File: src/rtl/vga_pkg.sv
// Shared VGA mode timing sets, 1-bit-per-channel colour encodings and the
// per-pixel flag bundle that rides the display latency pipeline.
package vga_pkg;

    typedef struct packed {
        int unsigned h_active;
        int unsigned h_fp;
        int unsigned h_sync;
        int unsigned h_bp;
        int unsigned v_active;
        int unsigned v_fp;
        int unsigned v_sync;
        int unsigned v_bp;
        int unsigned sync_pos;
    } vga_mode_t;

    localparam vga_mode_t MODE_800X600_56 = '{800, 24, 72, 128, 600, 1, 2, 22, 1};
    localparam vga_mode_t MODE_640X480_60 = '{640, 16, 96, 48, 480, 10, 2, 33, 0};

    // {r,g,b}
    localparam logic [2:0] COLOR_BLACK = 3'b000;
    localparam logic [2:0] COLOR_WHITE = 3'b111;
    localparam logic [2:0] COLOR_BLUE  = 3'b001;
    localparam logic [2:0] COLOR_GREEN = 3'b010;
    localparam logic [2:0] COLOR_RED   = 3'b100;

    typedef struct packed {
        logic de;
        logic hs;
        logic vs;
        logic fs;
        logic ls;
        logic in_grid;
        logic grid_line;
    } pix_flags_t;

    function automatic int clog2(input int value);
        int r;
        r = 0;
        while ((1 << r) < value) r++;
        return r;
    endfunction

    // Bus width for a count of n items; never narrower than one bit.
    function automatic int addr_w(input int n);
        return (clog2(n) > 0) ? clog2(n) : 1;
    endfunction

endpackage

File: src/rtl/vga_timing_counter.sv
// Pixel/line counters and the raw (stage-0) sync, active and start flags
// decoded directly from the counter values.
module vga_timing_counter
    import vga_pkg::*;
#(
    parameter int H_ACTIVE = 800,
    parameter int H_FP     = 24,
    parameter int H_SYNC   = 72,
    parameter int H_BP     = 128,
    parameter int V_ACTIVE = 600,
    parameter int V_FP     = 1,
    parameter int V_SYNC   = 2,
    parameter int V_BP     = 22,
    localparam int H_TOTAL = H_ACTIVE + H_FP + H_SYNC + H_BP,
    localparam int V_TOTAL = V_ACTIVE + V_FP + V_SYNC + V_BP,
    localparam int HW      = addr_w(H_TOTAL),
    localparam int VW      = addr_w(V_TOTAL)
) (
    input  logic          i_clk,
    input  logic          i_rst_n,
    output logic [HW-1:0] o_h_cnt,
    output logic [VW-1:0] o_v_cnt,
    output logic          o_active,
    output logic          o_hsync,
    output logic          o_vsync,
    output logic          o_frame_start,
    output logic          o_line_start
);

    logic [HW-1:0] r_h_cnt;
    logic [VW-1:0] r_v_cnt;
    logic          w_h_last;
    logic          w_v_last;
    int            w_h;
    int            w_v;

    assign w_h      = int'(r_h_cnt);
    assign w_v      = int'(r_v_cnt);
    assign w_h_last = (w_h == H_TOTAL - 1);
    assign w_v_last = (w_v == V_TOTAL - 1);

    always_ff @(posedge i_clk or negedge i_rst_n) begin
        if (!i_rst_n) begin
            r_h_cnt <= '0;
            r_v_cnt <= '0;
        end else if (w_h_last) begin
            r_h_cnt <= '0;
            r_v_cnt <= w_v_last ? '0 : r_v_cnt + 1'b1;
        end else begin
            r_h_cnt <= r_h_cnt + 1'b1;
        end
    end

    assign o_h_cnt       = r_h_cnt;
    assign o_v_cnt       = r_v_cnt;
    assign o_active      = (w_h < H_ACTIVE) && (w_v < V_ACTIVE);
    assign o_hsync       = (w_h >= H_ACTIVE + H_FP) && (w_h < H_ACTIVE + H_FP + H_SYNC);
    assign o_vsync       = (w_v >= V_ACTIVE + V_FP) && (w_v < V_ACTIVE + V_FP + V_SYNC);
    assign o_frame_start = (w_h == 0) && (w_v == 0);
    assign o_line_start  = (w_h == 0) && (w_v < V_ACTIVE);

endmodule

File: src/rtl/life_display_engine.sv
// VGA display path for the Game-of-Life board: timing, cell addressing,
// memory-latency matching pipeline and colour mux in front of the pins.
module life_display_engine
    import vga_pkg::*;
#(
    parameter int H_ACTIVE     = int'(MODE_800X600_56.h_active),
    parameter int H_FP         = int'(MODE_800X600_56.h_fp),
    parameter int H_SYNC       = int'(MODE_800X600_56.h_sync),
    parameter int H_BP         = int'(MODE_800X600_56.h_bp),
    parameter int V_ACTIVE     = int'(MODE_800X600_56.v_active),
    parameter int V_FP         = int'(MODE_800X600_56.v_fp),
    parameter int V_SYNC       = int'(MODE_800X600_56.v_sync),
    parameter int V_BP         = int'(MODE_800X600_56.v_bp),
    parameter int SYNC_POS     = int'(MODE_800X600_56.sync_pos),
    parameter int CELL_SHIFT   = 4,
    parameter int GRID_W       = 50,
    parameter int GRID_H       = 37,
    parameter int READ_LATENCY = 1,
    parameter int RGB_W        = 1,
    parameter logic [3*RGB_W-1:0] ALIVE_COLOR  =
        {{RGB_W{COLOR_WHITE[2]}}, {RGB_W{COLOR_WHITE[1]}}, {RGB_W{COLOR_WHITE[0]}}},
    parameter logic [3*RGB_W-1:0] DEAD_COLOR   =
        {{RGB_W{COLOR_BLUE[2]}}, {RGB_W{COLOR_BLUE[1]}}, {RGB_W{COLOR_BLUE[0]}}},
    parameter logic [3*RGB_W-1:0] GRID_COLOR   =
        {{RGB_W{COLOR_GREEN[2]}}, {RGB_W{COLOR_GREEN[1]}}, {RGB_W{COLOR_GREEN[0]}}},
    parameter logic [3*RGB_W-1:0] BORDER_COLOR =
        {{RGB_W{COLOR_RED[2]}}, {RGB_W{COLOR_RED[1]}}, {RGB_W{COLOR_RED[0]}}},
    localparam int CXW = addr_w(GRID_W),
    localparam int CYW = addr_w(GRID_H)
) (
    input  logic             i_clk_36MHz,
    input  logic             i_rst_n,
    input  logic             i_show_grid,
    output logic             o_cell_req,
    output logic [CXW-1:0]   o_cell_x,
    output logic [CYW-1:0]   o_cell_y,
    input  logic             i_cell_alive,
    output logic             o_hsync,
    output logic             o_vsync,
    output logic [RGB_W-1:0] o_red,
    output logic [RGB_W-1:0] o_green,
    output logic [RGB_W-1:0] o_blue,
    output logic             o_de,
    output logic             o_frame_start,
    output logic             o_line_start
);

    localparam int   H_TOTAL   = H_ACTIVE + H_FP + H_SYNC + H_BP;
    localparam int   V_TOTAL   = V_ACTIVE + V_FP + V_SYNC + V_BP;
    localparam int   HW        = addr_w(H_TOTAL);
    localparam int   VW        = addr_w(V_TOTAL);
    localparam int   CELL_MASK = (1 << CELL_SHIFT) - 1;
    localparam logic SYNC_IDLE = (SYNC_POS == 0);

    logic [HW-1:0] w_h_cnt;
    logic [VW-1:0] w_v_cnt;
    logic          w_active, w_hsync, w_vsync, w_frame_start, w_line_start;

    vga_timing_counter #(
        .H_ACTIVE (H_ACTIVE),
        .H_FP     (H_FP),
        .H_SYNC   (H_SYNC),
        .H_BP     (H_BP),
        .V_ACTIVE (V_ACTIVE),
        .V_FP     (V_FP),
        .V_SYNC   (V_SYNC),
        .V_BP     (V_BP)
    ) u_timing (
        .i_clk         (i_clk_36MHz),
        .i_rst_n       (i_rst_n),
        .o_h_cnt       (w_h_cnt),
        .o_v_cnt       (w_v_cnt),
        .o_active      (w_active),
        .o_hsync       (w_hsync),
        .o_vsync       (w_vsync),
        .o_frame_start (w_frame_start),
        .o_line_start  (w_line_start)
    );

    logic       w_in_grid, w_on_boundary, w_grid_en_next;
    logic       r_grid_en;
    pix_flags_t w_flags;

    assign w_in_grid = w_active
                    && ((int'(w_h_cnt) >> CELL_SHIFT) < GRID_W)
                    && ((int'(w_v_cnt) >> CELL_SHIFT) < GRID_H);
    assign w_on_boundary = ((int'(w_h_cnt) & CELL_MASK) == 0)
                        || ((int'(w_v_cnt) & CELL_MASK) == 0);
    // Grid enable is sampled only at pixel (0,0) so a frame is drawn one way throughout.
    assign w_grid_en_next = w_frame_start ? i_show_grid : r_grid_en;

    always_comb begin
        w_flags           = '0;
        w_flags.de        = w_active;
        w_flags.hs        = w_hsync;
        w_flags.vs        = w_vsync;
        w_flags.fs        = w_frame_start;
        w_flags.ls        = w_line_start;
        w_flags.in_grid   = w_in_grid;
        w_flags.grid_line = w_in_grid && w_grid_en_next && w_on_boundary;
    end

    pix_flags_t     r_pipe [0:READ_LATENCY];
    logic [CXW-1:0] r_cell_x;
    logic [CYW-1:0] r_cell_y;

    // r_pipe[0] is the addressing stage; r_pipe[READ_LATENCY] lines up with cell_alive.
    always_ff @(posedge i_clk_36MHz or negedge i_rst_n) begin
        if (!i_rst_n) begin
            r_grid_en <= 1'b0;
            r_cell_x  <= '0;
            r_cell_y  <= '0;
            for (int i = 0; i <= READ_LATENCY; i++) r_pipe[i] <= '0;
        end else begin
            r_grid_en <= w_grid_en_next;
            if (w_in_grid) begin
                r_cell_x <= CXW'(w_h_cnt >> CELL_SHIFT);
                r_cell_y <= CYW'(w_v_cnt >> CELL_SHIFT);
            end
            r_pipe[0] <= w_flags;
            for (int i = 1; i <= READ_LATENCY; i++) r_pipe[i] <= r_pipe[i-1];
        end
    end

    assign o_cell_req = r_pipe[0].in_grid;
    assign o_cell_x   = r_cell_x;
    assign o_cell_y   = r_cell_y;

    pix_flags_t         w_last;
    logic [3*RGB_W-1:0] w_rgb;

    assign w_last = r_pipe[READ_LATENCY];

    always_comb begin
        w_rgb = '0;
        if (w_last.de) begin
            if (!w_last.in_grid)     w_rgb = BORDER_COLOR;
            else if (w_last.grid_line) w_rgb = GRID_COLOR;
            else                     w_rgb = i_cell_alive ? ALIVE_COLOR : DEAD_COLOR;
        end
    end

    logic               r_hsync, r_vsync, r_de, r_frame_start, r_line_start;
    logic [3*RGB_W-1:0] r_rgb;

    always_ff @(posedge i_clk_36MHz or negedge i_rst_n) begin
        if (!i_rst_n) begin
            r_hsync       <= SYNC_IDLE;
            r_vsync       <= SYNC_IDLE;
            r_de          <= 1'b0;
            r_frame_start <= 1'b0;
            r_line_start  <= 1'b0;
            r_rgb         <= '0;
        end else begin
            r_hsync       <= w_last.hs ^ SYNC_IDLE;
            r_vsync       <= w_last.vs ^ SYNC_IDLE;
            r_de          <= w_last.de;
            r_frame_start <= w_last.fs;
            r_line_start  <= w_last.ls;
            r_rgb         <= w_rgb;
        end
    end

    assign o_hsync       = r_hsync;
    assign o_vsync       = r_vsync;
    assign o_de          = r_de;
    assign o_frame_start = r_frame_start;
    assign o_line_start  = r_line_start;
    assign o_red         = r_rgb[3*RGB_W-1 -: RGB_W];
    assign o_green       = r_rgb[2*RGB_W-1 -: RGB_W];
    assign o_blue        = r_rgb[RGB_W-1:0];

endmodule
File: config.mk
export PLATFORM = sky130hd
export DESIGN_NAME = life_display_engine
export DESIGN_NICKNAME = d
export VERILOG_FILES = /design/src/rtl/vga_pkg.sv /design/src/rtl/vga_timing_counter.sv /design/src/rtl/life_display_engine.sv
export SDC_FILE = /design/constraint.sdc
export NUM_CORES = 1
export LEC_CHECK = 0
export BUFFER_PORTS_ARGS = -buffer_cell sky130_fd_sc_hd__buf_2
export CORE_ASPECT_RATIO = 1.5
export CORE_MARGIN = 3
export CORE_UTILIZATION = 25
export DETAILED_ROUTE_END_ITERATION = 8
export SLEW_MARGIN = 20
export SYNTH_ARGS = -nofsm -noshare
export SYNTH_HDL_FRONTEND = slang
export SYNTH_HIERARCHICAL = 1
export SYNTH_SLANG_ARGS = --single-unit
File: constraint.sdc
create_clock -name i_clk_36MHz -period 2.2 [get_ports i_clk_36MHz]
set_clock_uncertainty 0.15 [all_clocks]
set_input_delay 0.22 -clock i_clk_36MHz [delete_from_list [all_inputs] [get_ports i_clk_36MHz]]
set_output_delay 0.22 -clock i_clk_36MHz [all_outputs]
set_load 0.03 [all_outputs]
Word level (Yosys, flattened, before mapping)
Index checks and enable logic that the tools add are counted.

Flip-flop bits (word level): 55. Latch bits: 0. RAM bits: 0. Bits in read-only memories: 0. Bits of input ports: 4. Output and inout port bits: 21. Word-level logic and storage cells: 58. Memories kept: 0.

Add/sub/neg operators: 2. Multipliers: 0. Divide/modulo/power cells: 0. Magnitude comparators: 8. Equal/unequal tests: 2. Shift operators: 0. Multiplexer cells: 7. Bitwise operators: 0. Reduce and logical (&&, ||, !) cells: 14.

Operator list (count): logical NOT 32 bit (4); less-than comparator 10 bit (second input constant) (4); adder 10 x 1 -> 10 bit (second input constant) (2); greater-or-equal comparator 10 bit (second input constant) (2); 2-to-1 mux 10 bit (2); less-than comparator 6 bit (second input constant) (2); 2-to-1 mux 3 bit (4); == test 10 x 1 -> 1 bit (second input constant) (1); == test 10 bit (second input constant) (1); logical AND 1 bit (9); logical OR 1 bit (1); 2-to-1 mux 1 bit (1).

Depth between registers and ports, before layout
Gate-level depths: netlist of run 1.

Depth in word-level cells: 6. Mapped depth: 8. Depth with buffers taken out: 8.

Cells and area by module
The synthesis of run 1 kept the hierarchy.

Modules (own cells, without submodules): life_display_engine (instances 1, cells an instance 66, area an instance 1178.6 um^2); vga_timing_counter (instances 1, cells an instance 119, area an instance 1112.3 um^2).

Least setup slack after synthesis of run 1
No wires, ideal clock.

Path type: register to register. Start: register u_timing.r_v_cnt[0], in the netlist u_timing/o_v_cnt[0]. End: register r_pipe[7] in the netlist's numbering. Arrival: 1.818 ns. Required time: 1.930 ns. Path slack: 0.112 ns. Cell stages (with the launch flop): 9. Period minus slack after synthesis: 2.088 ns. Path through: dfrtp_1 > inv_1 > ha_1 > nand2b_1 > or4_1 > nor3_1 > mux2_2 > o21ai_0 > nor2_1.

RTL lines: start, declared (line vga_timing_counter.sv:31) `logic [VW-1:0] r_v_cnt;`; start signal, assigned (line vga_timing_counter.sv:48) `r_v_cnt <= w_v_last ? '0 : r_v_cnt + 1'b1;`; end, declared (line life_display_engine.sv:103) `pix_flags_t r_pipe [0:READ_LATENCY];`.

==> run_results.csv, run 1 <==
group,metric,value,unit
setup_path,setup.worst_path.end_class,"register",
power_and_ir_drop,clkPwrFrac,43.3,%
logic_synthesis,synth_top_area_share,60.1,%
sta,slew_violations,0,
logic_synthesis,synth_area,2290,um2
power_and_ir_drop,p_seq_share,54.5,%
logic_synthesis,synth_cells,185,
power_and_ir_drop,pwr-share-comb,2.2,%
setup_path,required,2.24,ns
cts,clock_path_buffers,2,
detailed_routing,first_iter_violations,118,
setup_path,start_kind,"register",
logic_synthesis,avgSynthCellArea,12.4,um2
finish,syn_to_final_growth,25.2,%
finish,antenna_cells,0,
flow_run,cap_violations,0,
logic_synthesis,synth_flop_cell,"dfrtp_1",
detailed_routing,viasPerCell,4.47,
hold_path,min_path_type,"in -> reg",
global_route,grt_overflow,0,
setup_path,crit_buf_inv,1,
power_and_ir_drop,pwr_density_cell,650,nW/um2
global_route,antenna_found_initial,0,
sta,finalSetupViolCount,0,
logic_synthesis,synthesis.nets,194,
setup_path,worstSetupPathType,"reg -> reg",
die,die_h,123,um
sta,worstMarginPinSlew,0.408,ns
power_and_ir_drop,p_int,1.46,mW
sta,fmax,0.478,GHz
cts,clock-sinks,55,
setup_path,cp_top_family,"simple AND/OR/NAND/NOR gates",
logic_synthesis,yosys_warnings,6,
logic_synthesis,synth_cell_types,40,
sta,post-route-min-period,2.09,ns
die,die-area,10400,um2
setup_path,max_stage_delay,0.50,ns
setup_path,arrival,2.13,ns
logic_synthesis,synth_edf_count,0,
power_and_ir_drop,switching_share,21.7,%
detailed_routing,totalWireLength,4.35,mm
logic_synthesis,yosys-top-cells-area,"dfrtp_1 60%, mux2_4 4.6%, nor2_1 2.8%",
detailed_routing,drc_errors,0,
die,ioPinCount,25,
detailed_routing,wl_per_cell,12.7,um
placed_design,port_buffers,24,
placed_design,post-dp-hpwl,3.27,mm
logic_synthesis,synthArstFlopShare,100,%
detailed_routing,drt_first_pass_iters,4,
cts,clkSlewWorstSetupHoldPaths,0.07,ns
power_and_ir_drop,peakVddDrop,0.000462,V
finish,finalNetCount,240,
global_route,grt_pass1_vias,1587,
logic_synthesis,yosysTopAreaCell,"dfrtp_1",
logic_synthesis,ys_seq_area_share,60.1,%
cts,cts_tree,"yes",
power_and_ir_drop,p_sw,0.404,mW
global_route,grt_pass1_wl,7.58,mm
finish,final_util,32.3,%
logic_synthesis,synth-seq-cells,55,
sta,finalCritPeriodShare,95.0,%
detailed_routing,vias,1530,
die,start_util,25.8,%
sta,hold_violations,0,
cts,root_buffer,"clkbuf_16",
finish,drive_gt1_share,30.6,%
sta,fin_tns_setup,0,ns
die,core-area,8880,um2
cts,numCtsBuffers,5,
cts,cts_max_level,2,
cts,clk_latency,0.29,ns
setup_path,worstPathMaxFanout,3,
power_and_ir_drop,p_leak,1.36,nW
die,fp-row-count,42,
setup_path,crit_chain,"inv_2 -> ha_2 -> nand2b_1 -> or4_4 -> nor3_4 -> mux2_4 -> o21ai_2 -> nor2_1",
global_route,track_usage,8.95,%
die,die_width,84.2,um
sta,rsz0062_at_grt,"no",
global_route,grt_max_degree,22,
detailed_routing,antenna_left,0,
sta,slew_headroom,72.5,%
status,status,"complete, no violations",
setup_path,crit_path_top_delay_cell,"or4_4",
placed_design,place.gp.congestion,0.836,
## synth_stat cells (3+ instances only)
cell type,number
nand3_1,4
xor2_1,6
inv_1,8
nand2_1,12
ha_1,5
nor4_1,5
nor2_1,17
a21o_1,4
nand4_1,3
or4_1,5
a31oi_1,5
nor3_1,7
mux2_1,4
mux2_4,7
dfrtp_1,55
xnor2_1,4
o21ai_0,6
## kinds of logic (layout without fill, tap and decap cells)
group | count (synthesis) | in the layout | share of synthesized area, %
and+or+nand+nor | 65 | 65 | 15.8
DFF | 55 | 55 | 60.1
AOI/OAI and AO/OA | 24 | 24 | 7.76
buffers and inverters | 14 | 61 | 2.78
muxes | 12 | 12 | 7.05
xor gates and xnor gates | 10 | 10 | 3.82
adders and majority gates | 5 | 5 | 2.73
## worst paths after layout
check / from / end / slack (ns) / cells after the start
max: u_timing/o_v_cnt[0] / r_pipe[7] / 0.11 / 8
min: i_show_grid / r_grid_en / 0.04 / 2
max reg2reg: u_timing/o_v_cnt[0] / r_pipe[7] / 0.11 / 8
min reg2reg: r_pipe[2] / o_line_start / 0.20 / 0
max in group asynchronous: i_rst_n / o_cell_y[3] / 1.05 / 3
min in group asynchronous: i_rst_n / u_timing/o_h_cnt[6] / 0.23 / 2
## flip-flops by register name, summed over array words and instances (netlist names), 3 cells and up
signal	count
o_cell_x	6
o_cell_y	6
r_rgb	3
u_timing/o_v_cnt	10
r_pipe	13
u_timing/o_h_cnt	10
## placed cells by master (no fill, tap or decap), drive strengths merged, types with 4 or more instances in the layout
master,Yosys,routed
dfrtp,55,55
buf,3,43
nor2,17,17
nand2,12,12
mux2,12,12
inv,9,11
nor3,7,7
xor2,6,6
o21ai,6,6
nor4,5,5
clkbuf,2,5
nand3,5,5
a31oi,5,5
or4,5,5
ha,5,5
nand4,5,5
xnor2,4,4
a21o,4,4
## stage by stage
stage / hold slack [ns] / area [um2] / worst slack [ns] / instances / power [mW]
floorplan: -0.226 / 2290 / 0.112 / 185 / 1.05
global placement: 0.00463 / 2650 / -0.0908 / 332 / 1.08
detailed placement: 0.00929 / 2650 / -0.0886 / 332 / 1.08
CTS: 0.0244 / 2840 / 0.0179 / 341 / 1.89
global route: 0.0343 / 2870 / 0.0193 / 342 / 1.94
finish: 0.0354 / 2870 / 0.110 / 342 / 1.86
## worst reg2reg max path, stage by stage, from the launching register on
cell and delay, ns:
dfrtp_1 0.39, inv_2 0.07, ha_2 0.17, nand2b_1 0.09
or4_4 0.50, nor3_4 0.17, mux2_4 0.33, o21ai_2 0.06
nor2_1 0.05
## timing repair
| action | 4_1_cts | 5_1_grt |
|---|---|---|
| endpoints found under the setup margin | 1 | 12 |
| hold endpoints to repair | 15 | 0 |
| buffers inserted | 0 | 1 |
| gates resized for setup | 9 | 1 |
| hold buffers | 1 | 0 |
| pin swaps | 1 | 2 |
## final cells by class
type	count	area, um2
fillers	885	6010
clock buffers	5	125
repair buffers	44	285
multi-input cells	116	882
well taps	110	138
clock inverters	3	27.5
flip-flops and latches	55	1380
inverters	9	33.8
## layer usage
layer	vias to the layer above	track usage [%]	part of all wire [%]
met5	-	0	0
met4	0	4.02	1.3
met3	4	1.67	3.8
met2	26	16.0	53
met1	756	10.4	42
li1	744	-	-
## power groups by stage
stage	Sequential [mW]	Clock [mW]	Combinational (mW)
final	1.02	0.808	0.0401
after global routing	1.02	0.878	0.0460
after CTS	1.02	0.836	0.0418
after detailed placement	1.04	0	0.0393
after global placement	1.04	0	0.0388
after floorplan	1.04	0	0.00367
No activity file was read; power rests on OpenSTA's default activity.
==> run 2: changes to the inputs <==
Settings changed: CORE_UTILIZATION 25 to 30.
==> run 2 against run 1 <==
- clock power is 14% lower
- worst hold slack worse by 0.022 ns
- sequential power hardly changed
- register-to-register slack better by 0.03 ns
- critical path type unchanged
- largest power group unchanged
- highest routed layer unchanged
==> run_results.csv, run 2 (synthesized netlist as in run 1, its figures left out) <==
group,metric,value,unit
sta,rsz0062_at_grt,"no",
die,die_width,77.4,um
die,core-area,7320,um2
setup_path,reg2reg_to,"u_timing/o_v_cnt[9]",
die,die_h,113,um
setup_path,crit_start,"u_timing/o_h_cnt[1]",
setup_path,r2r-start,"u_timing/o_h_cnt[1]",
power_and_ir_drop,peakVddDrop,0.000246,V
power_and_ir_drop,p_sw,0.378,mW
sta,slew_headroom,73.9,%
setup_path,reg2reg_depth,5,
cts,cts_tree,"yes",
die,fp-row-count,38,
power_and_ir_drop,switching_share,21.6,%
power_and_ir_drop,p_int,1.37,mW
sta,hold_violations,0,
finish,finalNetCount,241,
hold_path,min_path_type,"in -> reg",
cts,clock-sinks,55,
finish,layoutNonFillerInstCount,333,
global_route,track_usage,10.8,%
power_and_ir_drop,clkPwrFrac,39.5,%
cts,numCtsBuffers,5,
placed_design,port_buffers,24,
setup_path,required,2.28,ns
global_route,grt_overflow,0,
power_and_ir_drop,pwr-share-comb,2.4,%
global_route,grt_pass1_vias,1537,
finish,syn_to_final_growth,23.8,%
sta,fmax,0.485,GHz
setup_path,cp-endpoint,"u_timing/o_v_cnt[9]",
finish,drive_gt1_share,29.6,%
placed_design,dp.cells,322,
finish,final_util,38.7,%
finish,largest_reg_flops,13,
status,status,"complete, no violations",
die,start_util,31.3,%
sta,worstMarginPinSlew,0.387,ns
cts,clkSlewWorstSetupHoldPaths,0.10,ns
finish,largest-register,"r_pipe",
setup_path,start_kind,"register",
setup_path,worstPathMaxFanout,5,
sta,slew_violations,0,
global_route,grt_max_degree,56,
global_route,grt_pass1_wl,7.43,mm
detailed_routing,antenna_left,0,
detailed_routing,vias,1520,
finish,antenna_cells,0,
cts,root_buffer,"clkbuf_8",
detailed_routing,totalWireLength,4.37,mm
setup_path,r2r_slack,0.14,ns
cts,clock_path_buffers,2,
die,ioPinCount,25,
cts,clk_latency,0.31,ns
sta,fin_tns_setup,0,ns
power_and_ir_drop,p_total,1.75,mW
detailed_routing,wl_per_cell,13.1,um
detailed_routing,drc_errors,0,
sta,finalCritPeriodShare,93.7,%
detailed_routing,drt_first_pass_iters,4,
die,die-area,8740,um2
power_and_ir_drop,p_leak,1.36,nW
cts,cts_max_level,2,
detailed_routing,viasPerCell,4.56,
power_and_ir_drop,p_seq_share,58.1,%
finish,final_common_cell,"dfrtp_1",
flow_run,cap_violations,0,
power_and_ir_drop,pwr_density_cell,618,nW/um2
placed_design,place.gp.congestion,0.817,
finish,final_cell_mix,"55 x dfrtp_1, 24 x buf_2, 17 x nor2_1, 17 x buf_4, 12 x nand2_1",
setup_path,arrival,2.14,ns
setup_path,worstSetupPathType,"reg -> reg",
global_route,antenna_found_initial,0,
setup_path,setup.worst_path.end_class,"register",
sta,post-route-min-period,2.06,ns
placed_design,post-dp-hpwl,3.10,mm
sta,fin_hold_ws,0.0130,ns
sta,finalSetupViolCount,0,
detailed_routing,first_iter_violations,73,
## run 2: changes by cell type in the layout (fill, tap and decap cells not counted), sizes merged
cell / previous run / this run
dlygate4sd3: 1 / 2
bufinv: 0 / 1
clkinvlp: 1 / 0
clkinv: 0 / 1
inv: 11 / 10
## run 2: worst min path at each step
stage,startpoint,to,depth (start not counted)
2_1_floorplan,i_rst_n,o_cell_req,0
3_3_place_gp,i_rst_n,u_timing/o_v_cnt[7],2
3_5_place_dp,i_rst_n,o_vsync,2
4_1_cts,i_show_grid,r_grid_en,2
5_1_grt,i_show_grid,r_grid_en,2
6_report,i_show_grid,r_grid_en,2
## run 2: layout make-up
cell class,count,area (um2)
repair buffers,45,308
well taps,100,125
inverters,9,33.8
flip-flops and latches,55,1380
clock buffers,5,68.8
multi-input cells,116,876
clock inverters,3,47.5
fillers,709,4490
## run 2: metrics by stage
stage,area [um2],setup WS [ns]
detailed placement,2650,-0.110
finish,2840,0.139
CTS,2840,0.0182
global placement,2650,-0.117
global route,2840,0.00147
floorplan,2290,0.112
## run 2: critical path, cell delays in order (launching register included)
cell     delay [ns]
dfrtp_1        0.41
ha_1           0.24
nand3_2        0.16
or3_1          0.43
or4_1          0.50
o21ai_0        0.08
## run 2: what timing repair did
action / 4_1_cts / 5_1_grt
pin swaps: 2 / 2
resized for setup: 8 / 0
setup buffers: 1 / 0
endpoints found under the hold margin: 56 / 0
setup endpoints to repair: 7 / 1
hold buffers: 2 / 0
## run 2: power groups by stage
| stage | Clock, mW | Sequential (mW) | Combinational [mW] |
|---|---|---|---|
| 3_5_place_dp | 0 | 1.04 | 0.0407 |
| 6_report | 0.692 | 1.02 | 0.0425 |
| 2_1_floorplan | 0 | 1.04 | 0.00367 |
| 3_3_place_gp | 0 | 1.04 | 0.0406 |
| 4_1_cts | 0.704 | 1.02 | 0.0446 |
| 5_1_grt | 0.748 | 1.02 | 0.0484 |
## run 2: layer usage
layer / global-route usage, % / routed length [um] / part of all wire [%] / vias up
li1: - / - / - / 746
met1: 12.8 / 1870 / 43 / 738
met2: 18.6 / 2250 / 51 / 28
met3: 1.59 / 118 / 2.7 / 8
met4: 5.94 / 133 / 3.0 / 0
met5: 0 / 0 / 0 / -
